==> src/rtl/lf_sub_pipe_8.sv <==
// Pipelined 8-bit subtractor diff = A - B - Bin on a Ladner-Fischer prefix carry network; optional compare flags via LF_SUB_CMP_FLAGS_EN.
// Latency: two register stages (prefix levels 1-2 before stage 1, level 3 and sum into the output stage).
// Backpressure: valid/ready on both sides; the output holds while out_ready=0 and in_ready drops once both stages are full.
module lf_sub_pipe_8 #(
    parameter int WIDTH          = 8,
    parameter bit RESET_OUT_ZERO = 1'b1
) (
    input  logic             clk,
    input  logic             rst,
    input  logic             in_valid,
    output logic             in_ready,
    input  logic [WIDTH-1:0] A,
    input  logic [WIDTH-1:0] B,
    input  logic             Bin,
    output logic             out_valid,
    input  logic             out_ready,
    output logic [WIDTH-1:0] diff,
    output logic             Bout,
    output logic             ovf
`ifdef LF_SUB_CMP_FLAGS_EN
    ,
    output logic             eq,
    output logic             lt_u,
    output logic             lt_s
`endif
);

    // Handshake
    logic adv1;
    logic acc;
    logic s1_valid_q, s1_valid_d;
    logic out_valid_q, out_valid_d;

    // Stage 0 prefix levels 1-2
    logic [7:0] p0, g0;
    logic [3:0] l1_g, l1_p;
    logic [7:0] l2_g, l2_p;

    // Stage 1 registers: group G/P (index i covers [i:0] for i<4, [i:4] for i>=4)
    logic [7:0] s1_gg_q, s1_gg_d;
    logic [7:0] s1_gp_q, s1_gp_d;
    logic [7:0] s1_p_q, s1_p_d;
    logic       s1_c0_q, s1_c0_d;
    logic       s1_a7_q, s1_a7_d;
    logic       s1_b7_q, s1_b7_d;

    // Stage 1 -> 2 level 3 and sum
    logic [7:0] grp_g, grp_p;
    logic [8:0] carry;
    logic [7:0] diff_n;
    logic       bout_n, ovf_n;

    logic [7:0] diff_q, diff_d;
    logic       bout_q, bout_d;
    logic       ovf_q, ovf_d;

    always_comb begin
        adv1        = ~out_valid_q | out_ready;
        in_ready    = ~s1_valid_q | adv1;
        acc         = in_valid & in_ready;
        s1_valid_d  = acc | (s1_valid_q & ~adv1);
        out_valid_d = adv1 ? s1_valid_q : out_valid_q;
    end

    // Subtraction as A + ~B + ~Bin
    always_comb begin
        p0 = A ^ ~B;
        g0 = A & ~B;
        for (int k = 0; k < 4; k++) begin
            l1_g[k] = g0[2*k+1] | (p0[2*k+1] & g0[2*k]);
            l1_p[k] = p0[2*k+1] & p0[2*k];
        end
        l2_g[0] = g0[0];
        l2_p[0] = p0[0];
        l2_g[1] = l1_g[0];
        l2_p[1] = l1_p[0];
        l2_g[2] = g0[2] | (p0[2] & l1_g[0]);
        l2_p[2] = p0[2] & l1_p[0];
        l2_g[3] = l1_g[1] | (l1_p[1] & l1_g[0]);
        l2_p[3] = l1_p[1] & l1_p[0];
        l2_g[4] = g0[4];
        l2_p[4] = p0[4];
        l2_g[5] = l1_g[2];
        l2_p[5] = l1_p[2];
        l2_g[6] = g0[6] | (p0[6] & l1_g[2]);
        l2_p[6] = p0[6] & l1_p[2];
        l2_g[7] = l1_g[3] | (l1_p[3] & l1_g[2]);
        l2_p[7] = l1_p[3] & l1_p[2];
    end

    always_comb begin
        s1_gg_d = s1_gg_q;
        s1_gp_d = s1_gp_q;
        s1_p_d  = s1_p_q;
        s1_c0_d = s1_c0_q;
        s1_a7_d = s1_a7_q;
        s1_b7_d = s1_b7_q;
        if (acc) begin
            s1_gg_d = l2_g;
            s1_gp_d = l2_p;
            s1_p_d  = p0;
            s1_c0_d = ~Bin;
            s1_a7_d = A[7];
            s1_b7_d = B[7];
        end
    end

    always_comb begin
        grp_g[3:0] = s1_gg_q[3:0];
        grp_p[3:0] = s1_gp_q[3:0];
        for (int i = 4; i < 8; i++) begin
            grp_g[i] = s1_gg_q[i] | (s1_gp_q[i] & s1_gg_q[3]);
            grp_p[i] = s1_gp_q[i] & s1_gp_q[3];
        end
        carry[0] = s1_c0_q;
        for (int i = 0; i < 8; i++) begin
            carry[i+1] = grp_g[i] | (grp_p[i] & s1_c0_q);
        end
        diff_n = s1_p_q ^ carry[7:0];
        bout_n = ~carry[8];
        ovf_n  = (s1_a7_q ^ s1_b7_q) & (diff_n[7] ^ s1_a7_q);
    end

    always_comb begin
        diff_d = diff_q;
        bout_d = bout_q;
        ovf_d  = ovf_q;
        if (adv1 && s1_valid_q) begin
            diff_d = diff_n;
            bout_d = bout_n;
            ovf_d  = ovf_n;
        end
    end

    always_ff @(posedge clk) begin
        if (rst) begin
            s1_valid_q  <= 1'b0;
            out_valid_q <= 1'b0;
        end else begin
            s1_valid_q  <= s1_valid_d;
            out_valid_q <= out_valid_d;
        end
    end

    // Stage 1 payload is qualified by s1_valid_q, so it needs no reset
    always_ff @(posedge clk) begin
        s1_gg_q <= s1_gg_d;
        s1_gp_q <= s1_gp_d;
        s1_p_q  <= s1_p_d;
        s1_c0_q <= s1_c0_d;
        s1_a7_q <= s1_a7_d;
        s1_b7_q <= s1_b7_d;
    end

    always_ff @(posedge clk) begin
        if (rst) begin
            if (RESET_OUT_ZERO) begin
                diff_q <= 8'h00;
                bout_q <= 1'b0;
                ovf_q  <= 1'b0;
            end
        end else begin
            diff_q <= diff_d;
            bout_q <= bout_d;
            ovf_q  <= ovf_d;
        end
    end

    assign out_valid = out_valid_q;
    assign diff      = diff_q;
    assign Bout      = bout_q;
    assign ovf       = ovf_q;

`ifdef LF_SUB_CMP_FLAGS_EN
    logic eq_q, eq_d;
    logic lt_u_q, lt_u_d;
    logic lt_s_q, lt_s_d;

    // Equality only holds for a borrow-free A - B with Bin=0 (s1_c0_q = ~Bin)
    always_comb begin
        eq_d   = eq_q;
        lt_u_d = lt_u_q;
        lt_s_d = lt_s_q;
        if (adv1 && s1_valid_q) begin
            eq_d   = (diff_n == 8'h00) & ~bout_n & s1_c0_q;
            lt_u_d = bout_n;
            lt_s_d = diff_n[7] ^ ovf_n;
        end
    end

    always_ff @(posedge clk) begin
        if (rst) begin
            if (RESET_OUT_ZERO) begin
                eq_q   <= 1'b0;
                lt_u_q <= 1'b0;
                lt_s_q <= 1'b0;
            end
        end else begin
            eq_q   <= eq_d;
            lt_u_q <= lt_u_d;
            lt_s_q <= lt_s_d;
        end
    end

    assign eq   = eq_q;
    assign lt_u = lt_u_q;
    assign lt_s = lt_s_q;
`endif

endmodule

==> config.mk <==
export PLATFORM = sky130hd
export DESIGN_NAME = lf_sub_pipe_8
export DESIGN_NICKNAME = d
export VERILOG_FILES = /design/src/rtl/lf_sub_pipe_8.sv
export SDC_FILE = /design/constraint.sdc
export NUM_CORES = 1
export LEC_CHECK = 0
export CORE_ASPECT_RATIO = 1.1
export CORE_MARGIN = 3
export CORE_UTILIZATION = 45
export CTS_BUF_LIST = sky130_fd_sc_hd__clkbuf_4
export DETAILED_ROUTE_END_ITERATION = 10
export MAX_ROUTING_LAYER = met4
export PLACE_DENSITY = 0.74
export SETUP_SLACK_MARGIN = 0.2
export SLEW_MARGIN = 20
export SYNTH_ARGS = -nofsm -noshare
export SYNTH_HDL_FRONTEND = slang
export SYNTH_SLANG_ARGS = --single-unit
==> constraint.sdc <==
create_clock -name clk -period 1.7 [get_ports clk]
set_input_delay 0.17 -clock clk [delete_from_list [all_inputs] [get_ports clk]]
set_output_delay 0.17 -clock clk [all_outputs]
set_load 0.01 [all_outputs]
Word-level counts from Yosys, hierarchy flattened:

Index checks and enable logic that the tools add are counted.

* register bits after elaboration: 39
* output and inout port bits: 12
* logic and storage cells: 81

* bitwise logic cells: 69
* reduce and logical (&&, ||, !) cells: 1

Operators with widths (count)
* 1-bit AND: 35
* 1-bit OR: 23
* 8-bit XOR: 2
* 8-bit AND: 1
* 8-bit NOT: 1
* 1-bit NOT: 5
* 1-bit XOR: 2
* 1-bit logical AND: 1

Longest topological paths before layout:

* depth in word-level cells: 6
* depth in mapped cells: 5
* depth with buffers taken out: 5

Worst setup path before layout:

Ideal clock, no wire load.

* kind: reg-to-reg
* start point: register out_valid_q, in the netlist out_valid
* end point: register s1_a7_q, enable pin
* setup time: 384 ps
* data arrival time: 1270 ps
* required time: 1316 ps
* path slack: 46 ps
* stages on the path, launching flop included: 4
* period minus slack after synthesis: 1654 ps
* path through: dfxtp_1 > nor2b_1 > nand2_1 > and2_1

* longest elaborated chain between the ends: 4

Ends and longest elaborated chain
* start: declaration: line 32 `logic out_valid_q, out_valid_d;`
* start signal: assignment: line 141 `out_valid_q <= out_valid_d;`
* 1-bit NOT: line 58 `adv1 = ~out_valid_q | out_ready;`
* 1-bit OR: line 58
* 1-bit OR: line 59 `in_ready = ~s1_valid_q | adv1;`
* via in_ready: line 11 `output logic in_ready,`
* 1-bit AND: line 60 `acc = in_valid & in_ready;`
* via acc: line 30 `logic acc;`
* end signal: assignment: line 151 `s1_a7_q <= s1_a7_d;`
* end: declaration: line 44 `logic s1_a7_q, s1_a7_d;`

The timed path passes the listed nets, and every way through them passes these cells.
A chain may end at the register's enable or synchronous reset.

Worst setup path in the final report:

* start point: register s1_gp_q[6]
* end point: register ovf_q, in the netlist ovf

* longest elaborated chain between the ends: 6

Ends and longest elaborated chain
* start: declaration: line 41 `logic [7:0] s1_gp_q, s1_gp_d;`
* start signal: assignment: line 148 `s1_gp_q <= s1_gp_d;`
* 1-bit AND, on equally long branches: line 112, 113
* 1-bit OR / 1-bit AND (equally long branches): line 112, 117
* 1-bit OR *: line 117 `carry[i+1] = grp_g[i] | (grp_p[i] & s1_c0_q);`
* 8-bit XOR *: line 119 `diff_n = s1_p_q ^ carry[7:0];`
* 1-bit XOR *: line 121 `ovf_n = (s1_a7_q ^ s1_b7_q) & (diff_n[7] ^ s1_a7_q);`
* 1-bit AND *: line 121
* end signal: assignment: line 165 `ovf_q <= ovf_d;`
* end: declaration: line 55 `logic ovf_q, ovf_d;`

Every way passes the cells marked *; elsewhere a longest branch is shown, timed or not.

==> results.md <==
- Status: finished clean
- Register area share after synthesis: 0.625
- H-Tree Depth: 2
- Commonest cells post-synth: edfxtp_1 (25), nand2_1 (15), a21oi_1 (13), dfxtp_1 (12), inv_1 (10)
- CTS clk-pin slew, worst paths: 100 ps
- Num ports: 33
- DR WL/cell: 12.0 um
- Min Tclk post-route: 1530 ps
- Compound-cell area share of the yosys netlist: 0.0938
- Gate family responsible for the most delay along the worst path: simple AND/OR/NAND/NOR gates
- Syn_area_per_cell: 12.3 um2
- Pin count of the biggest net entering global routing: 26
- Post-synth top area share: 0.473
- Root Buffer: clkbuf_4
- Post-synthesis xor/xnor area fraction: 0.0221
- Clk sinks: 37
- Detail Route Antenna Nets: 0
- Ant diodes: 0
- Syn Inst Count: 129
- Inserted Clock Buffers: 5
- Initial antenna violation count: 0
- Ratio of cells with drive above 1 in the final layout: 0.105
- VDD IR max: 0.000474 V
- Finish-stage setup viols: 0
- Post-Syn Area: 1590 um2
- Syn nets: 159
- Slew margin rel.: 0.783
- Dominant synthesized flop cell: edfxtp_1
- Worst Path Required: 1940 ps
- Row Count: 21
- Routability cong.: 0.710
- Pins Over Slew Limit: 0
- Initial Util: 0.495
- Initial detailed-routing violation count: 29
- Max-cap viol count: 0
- Core area: 3210 um2
- Die ar.: 4280 um2
- Cell taking the most area after synthesis: edfxtp_1
- Buf+Inv Stages, Crit Path: 0
- Port Buffers: 32
- Clk buf depth: 2
- Adder-Cell Fraction of Synth Area: 0.0710
- Synth area leaders: edfxtp_1 (47%), dfxtp_1 (15%), ha_1 (7.1%)
- CTS tree: done
- Vias in the first global route: 1024
- Mux contribution to synthesized area: 0
- Max incr delay on CP: 410 ps
- DRT Wirelength: 2600 um
- Critical path peak fanout: 3
- Fin. Hold Viols: 0
- Critical Path End Type: flop
- WHS: 401 ps
- Drt via density: 4.93
- Dpl hpwl: 2050 um
- Startpoint types: flop
- Count leader, synth: edfxtp_1
- # DRC: 0
- Total grt overflow: 0
- Synth Area in Simple Gates: 0.145
- Worst skew pair latency: 320 ps
- Leak: 0.824 nW
- RSZ-0062 raised after global routing: true
- Post-placement cell area: 1970 um2
- Min-delay worst type: in2reg
- Die X-Extent: 62.6 um
- Ys Warns: 0
- Final Net Count: 200
- FFs w/ async S/R, synth: 0
- Area delta synth->final: 28.0%
- Power Dens Cells: 855 nW/um2
- Global-route wire length before repair: 4340 um
- CP max stage cell: edfxtp_1
- Post-synth EDFFs: 25
- WP data arrival: 1770 ps
- Worst Tran Pin Value: 323 ps
- Gr usage total: 0.138
- Netlist cell types: 28
- Post-CTS setup buffers: 0
- DIE HEIGHT: 68.3 um
- Detailed-route via count: 1069
- CP cell instances: and3_4 > or3_4 > a211o_1 > a311oi_2
- FMAX: 656 MHz
- Final period util: 0.897
- Main combinational cell family by area after synthesis: simple AND/OR/NAND/NOR gates
- Post-route cell area: 2030 um2
- Drt first pass iters: 4
- Yosys reg bits: 37
- Max Clock Skew: 4.77 ps
- Critical path class: reg2reg
[power by group]
part,switching (mW),internal (mW),leakage (nW)
registers,0.0269,1.04,0.347
logic,0.117,0.149,0.447
clock network,0.257,0.150,0.0300
[kinds of logic after synthesis]
logic type                 Yosys count
AOI/OAI and AO/OA                   24
xor gates and xnor gates             4
adders and majority gates            9
buffers and inverters               13
DFF                                 37
and+or+nand+nor                     42
[layout by cell type, fill, tap and decap left out, types with 2 or more instances in the layout]
cell / n
nand3_1: 3
a21oi_1: 13
nand4b_1: 2
clkbuf_4: 5
a21o_1: 7
and2_1: 4
and3_1: 2
xnor2_1: 3
clkdlybuf4s50_1: 31
dfxtp_1: 12
edfxtp_1: 25
nand3b_1: 2
ha_1: 9
or4_1: 2
inv_1: 10
buf_4: 5
clkinv_1: 2
nor2_1: 5
nand2_1: 15
[worst reg2reg max path, stage by stage (launching register included)]
cell      delay, ps
edfxtp_1        410
and3_4          200
or3_4           370
a211o_1         280
a311oi_2        190
[cell type report]
cell class | count | area, um2
Clock buffer | 5 | 37.5
Clock inverter | 3 | 12.5
Fill cell | 289 | 1170
Inverter | 10 | 37.5
Multi-Input combinational cell | 79 | 538
Sequential cell | 37 | 991
Tap cell | 46 | 57.6
Timing Repair Buffer | 37 | 357
[what timing repair did]
action	4_1_cts	5_1_grt
hold buffers	0	0
gates cloned	0	0
setup endpoints to repair	2	12
pin swaps	0	0
resized for setup	2	2
[flip-flops by register name, indices dropped and copies added, names as in the netlist]
register / flops
Bout: 1
diff: 8
out_valid: 1
ovf: 1
s1_a7_q: 1
s1_b7_q: 1
s1_c0_q: 1
s1_gg_q: 8
s1_gp_q: 8
s1_p_q: 6
s1_valid_q: 1
[layer usage]
metal,wire (um),vias up,share of wire,track usage
met5,0,-,0,-
met2,1340,23,0.52,0.246
met3,129,4,0.050,0.0328
met4,33,0,0.013,0.0744
met1,1100,502,0.42,0.145
li1,-,540,-,-
[worst paths after layout]
path	from	end	slack (ps)	depth (start not counted)
max	s1_gp_q[6]$_DFFE_PP_	ovf$_SDFFE_PP0P_	170	4
min	Bin	s1_c0_q$_DFFE_PP_	400	2
min reg2reg	Bout$_SDFFE_PP0P_	Bout$_SDFFE_PP0P_	460	2
max reg2reg	s1_gp_q[6]$_DFFE_PP_	ovf$_SDFFE_PP0P_	170	4
[through the flow]
stage	setup WS [ps]	utilization	power, mW	TNS [ps]	std cells
2_1_floorplan	233	-	1.22	0	129
3_3_place_gp	-0.796	0.615	1.34	-0.796	209
3_5_place_dp	-37.3	0.615	1.35	-73.6	209
4_1_cts	164	0.631	1.76	0	217
5_1_grt	89.5	0.633	1.83	0	217
6_report	175	0.633	1.74	0	217
No activity file was read; power rests on OpenSTA's default activity.
==> patch, RTL diff (config.mk and constraints unchanged) <==
The parameter `RESET_OUT_ZERO` goes from 1'b1 to 1'b0.
--- a/src/rtl/lf_sub_pipe_8.sv
+++ b/src/rtl/lf_sub_pipe_8.sv
@@ -3,7 +3,7 @@
 // Backpressure: valid/ready on both sides; the output holds while out_ready=0 and in_ready drops once both stages are full.
 module lf_sub_pipe_8 #(
     parameter int WIDTH          = 8,
-    parameter bit RESET_OUT_ZERO = 1'b1
+    parameter bit RESET_OUT_ZERO = 1'b0
 ) (
     input  logic             clk,
     input  logic             rst,
Behaviour: not the same (Yosys sat finds a counterexample within 4 cycles, from zero or initial values and one cycle with rst high).
==> patch against the original RTL <==
Cell area decreased by 3.0%. Non-clock buffer count decreased by 2. Area after synthesis decreased by 3.8%. Die area decreased by 3.4%. Largest power group unchanged. Via count decreased by 14%. Setup slack improved by 110 ps. Power about the same. Sequential cell count unchanged. Wire length decreased by 13%. Hold slack improved by 0.79 ps. Combinational power decreased by 18%. Synthesized cell count decreased by 23%. Critical endpoint is now s1_gg_q[7].
==> patch: results <==
metrics = {
    "run_status": {
        "status": "completed",
    },
    "route": {
        "drt_iter0_drc": 28,
        "viasPerCell": 5.21,
        "drt_first_pass_iters": 4,
        "vias": 917,
        "wl_per_cell_um": 12.9,
    },
    "clocking": {
        "path_clk_slew_ps": 100,
        "clk_latency_ps": 330,
        "cts-root-buf": "clkbuf_4",
        "cts_buffers": 5,
        "cts_setup_buffers": 0,
        "clk_path_buf_depth": 2,
        "ctsHtreeMaxLevel": 2,
    },
    "critical_path": {
        "rr_startpoint": "s1_c0_q",
        "crit_arrival_ps": 1500,
        "slowest_stage": "clkdlybuf4s50_1",
        "cpPeakStageDelay_ps": 450,
        "crit_family": "compound AO/OA/AOI/OAI gates",
        "rrSetupSlack_ps": 450,
        "r2r-end": "diff[7]",
        "crit_fanout": 4,
        "ff2ff_path_depth": 3,
    },
    "placed_design": {
        "numPortBuffers": 32,
        "place_area_sq_um": 1920,
        "place_congestion": 0.730,
        "hpwlAfterDp_mm": 1.78,
    },
    "grt": {
        "grt_util_all_layers_pct": 13.9,
        "grt_pass1_wl_mm": 3.94,
        "grt_max_degree": 26,
        "antenna_found_initial": 0,
    },
    "finish": {
        "num-nets-final": 171,
        "diodes": 0,
        "drive_above_1_share_pct": 9.15,
    },
    "yosys": {
        "synth_nets": 129,
        "yosysUniqueCellTypes": 20,
        "synth-async-reset-ratio_pct": 0,
        "yosysWarnings": 0,
        "synth.area.top_cells": "edfxtp_1 69%, ha_1 7.4%, a21o_1 3.4%",
        "yosysSeqAreaShare_pct": 71.5,
        "synth_top_cell_by_area": "edfxtp_1",
        "yosys-top-cells-count": "35 x edfxtp_1, 9 x ha_1, 9 x inv_1",
        "synth-edff-count": 35,
        "syn-mean-instance-area_sq_um": 15.4,
    },
    "power_and_ir_drop": {
        "leakage_uw": 0.000793,
        "p_switching_uw": 382,
        "ir_drop_v": 0.000558,
    },
    "timing": {
        "holdWs_ps": 402,
        "slew_headroom_pct": 78.3,
        "clock_skew_ps": 13.4,
    },
    "min_path": {
        "hold_class": "input port to register",
        "holdPathEnd": "s1_c0_q",
        "min_path_cells": 2,
        "hold_start": "Bin",
    },
    "floorplan": {
        "rows": 21,
    },
}
## patch: layout make-up
cell class	instances	area [sq um]
multi-input combinational	53	412
inverter	9	33.8
fill	261	1180
tap	34	42.5
sequential	37	1090
clock buffer	5	37.5
timing repair buffer	35	342
clock inverter	3	12.5
## patch: cells by family after synthesis
logic type | synth area share [%]
buffers and inverters | 2.21
and+or+nand+nor | 7.79
AOI/OAI and AO/OA | 7.13
adders and majority gates | 7.38
xor gates and xnor gates | 4.02
DFF | 71.5
## patch: what timing repair did
item                                    in CTS  in global routing
cloned                                       0                  0
gates resized for setup                      2                  1
hold endpoints to repair                     0                  0
endpoints found under the setup margin       1                  8
## patch: stage by stage
stage / setup TNS (ps) / power, uW / setup slack, ps / utilization, %
finish: 0 / 1740 / 288 / 62.5
global route: 0 / 1830 / 244 / 62.5
CTS: 0 / 1750 / 254 / 62.5
detailed placement: -81.2 / 1350 / -53.9 / 60.8
global placement: -21.7 / 1330 / -21.5 / 60.8
floorplan: 0 / 1240 / 276 / -
## patch: layer usage
metal	share of wire, %	global-route usage (%)
met5	0	-
met1	40	15.1
met2	51	22.3
met4	1.9	4.77
met3	6.5	6.40
## patch: power by group through the flow
| stage | Combinational, uW | Clock [uW] | Sequential (uW) |
|---|---|---|---|
| final | 217 | 414 | 1110 |
| after global routing | 245 | 473 | 1110 |
| after CTS | 220 | 427 | 1110 |
| after detailed placement | 218 | 0 | 1130 |
| after global placement | 209 | 0 | 1120 |
| after floorplan | 109 | 0 | 1130 |
## patch: worst max-delay path by stage
| stage | startpoint | end | cells past startpoint |
|---|---|---|---|
| finish | B[5] | s1_gg_q[7] | 6 |
| global route | B[5] | s1_gg_q[7] | 6 |
| CTS | out_valid | s1_p_q[5] | 3 |
| detailed placement | B[5] | s1_gg_q[7] | 6 |
| global placement | B[5] | s1_gg_q[7] | 6 |
| floorplan | out_valid | s1_a7_q | 3 |
## patch: worst reg2reg max path, cell delays in order (launching register included)
cell      delay (ps)
edfxtp_1         480
a21o_1           270
a21oi_1          190
xnor2_1           80
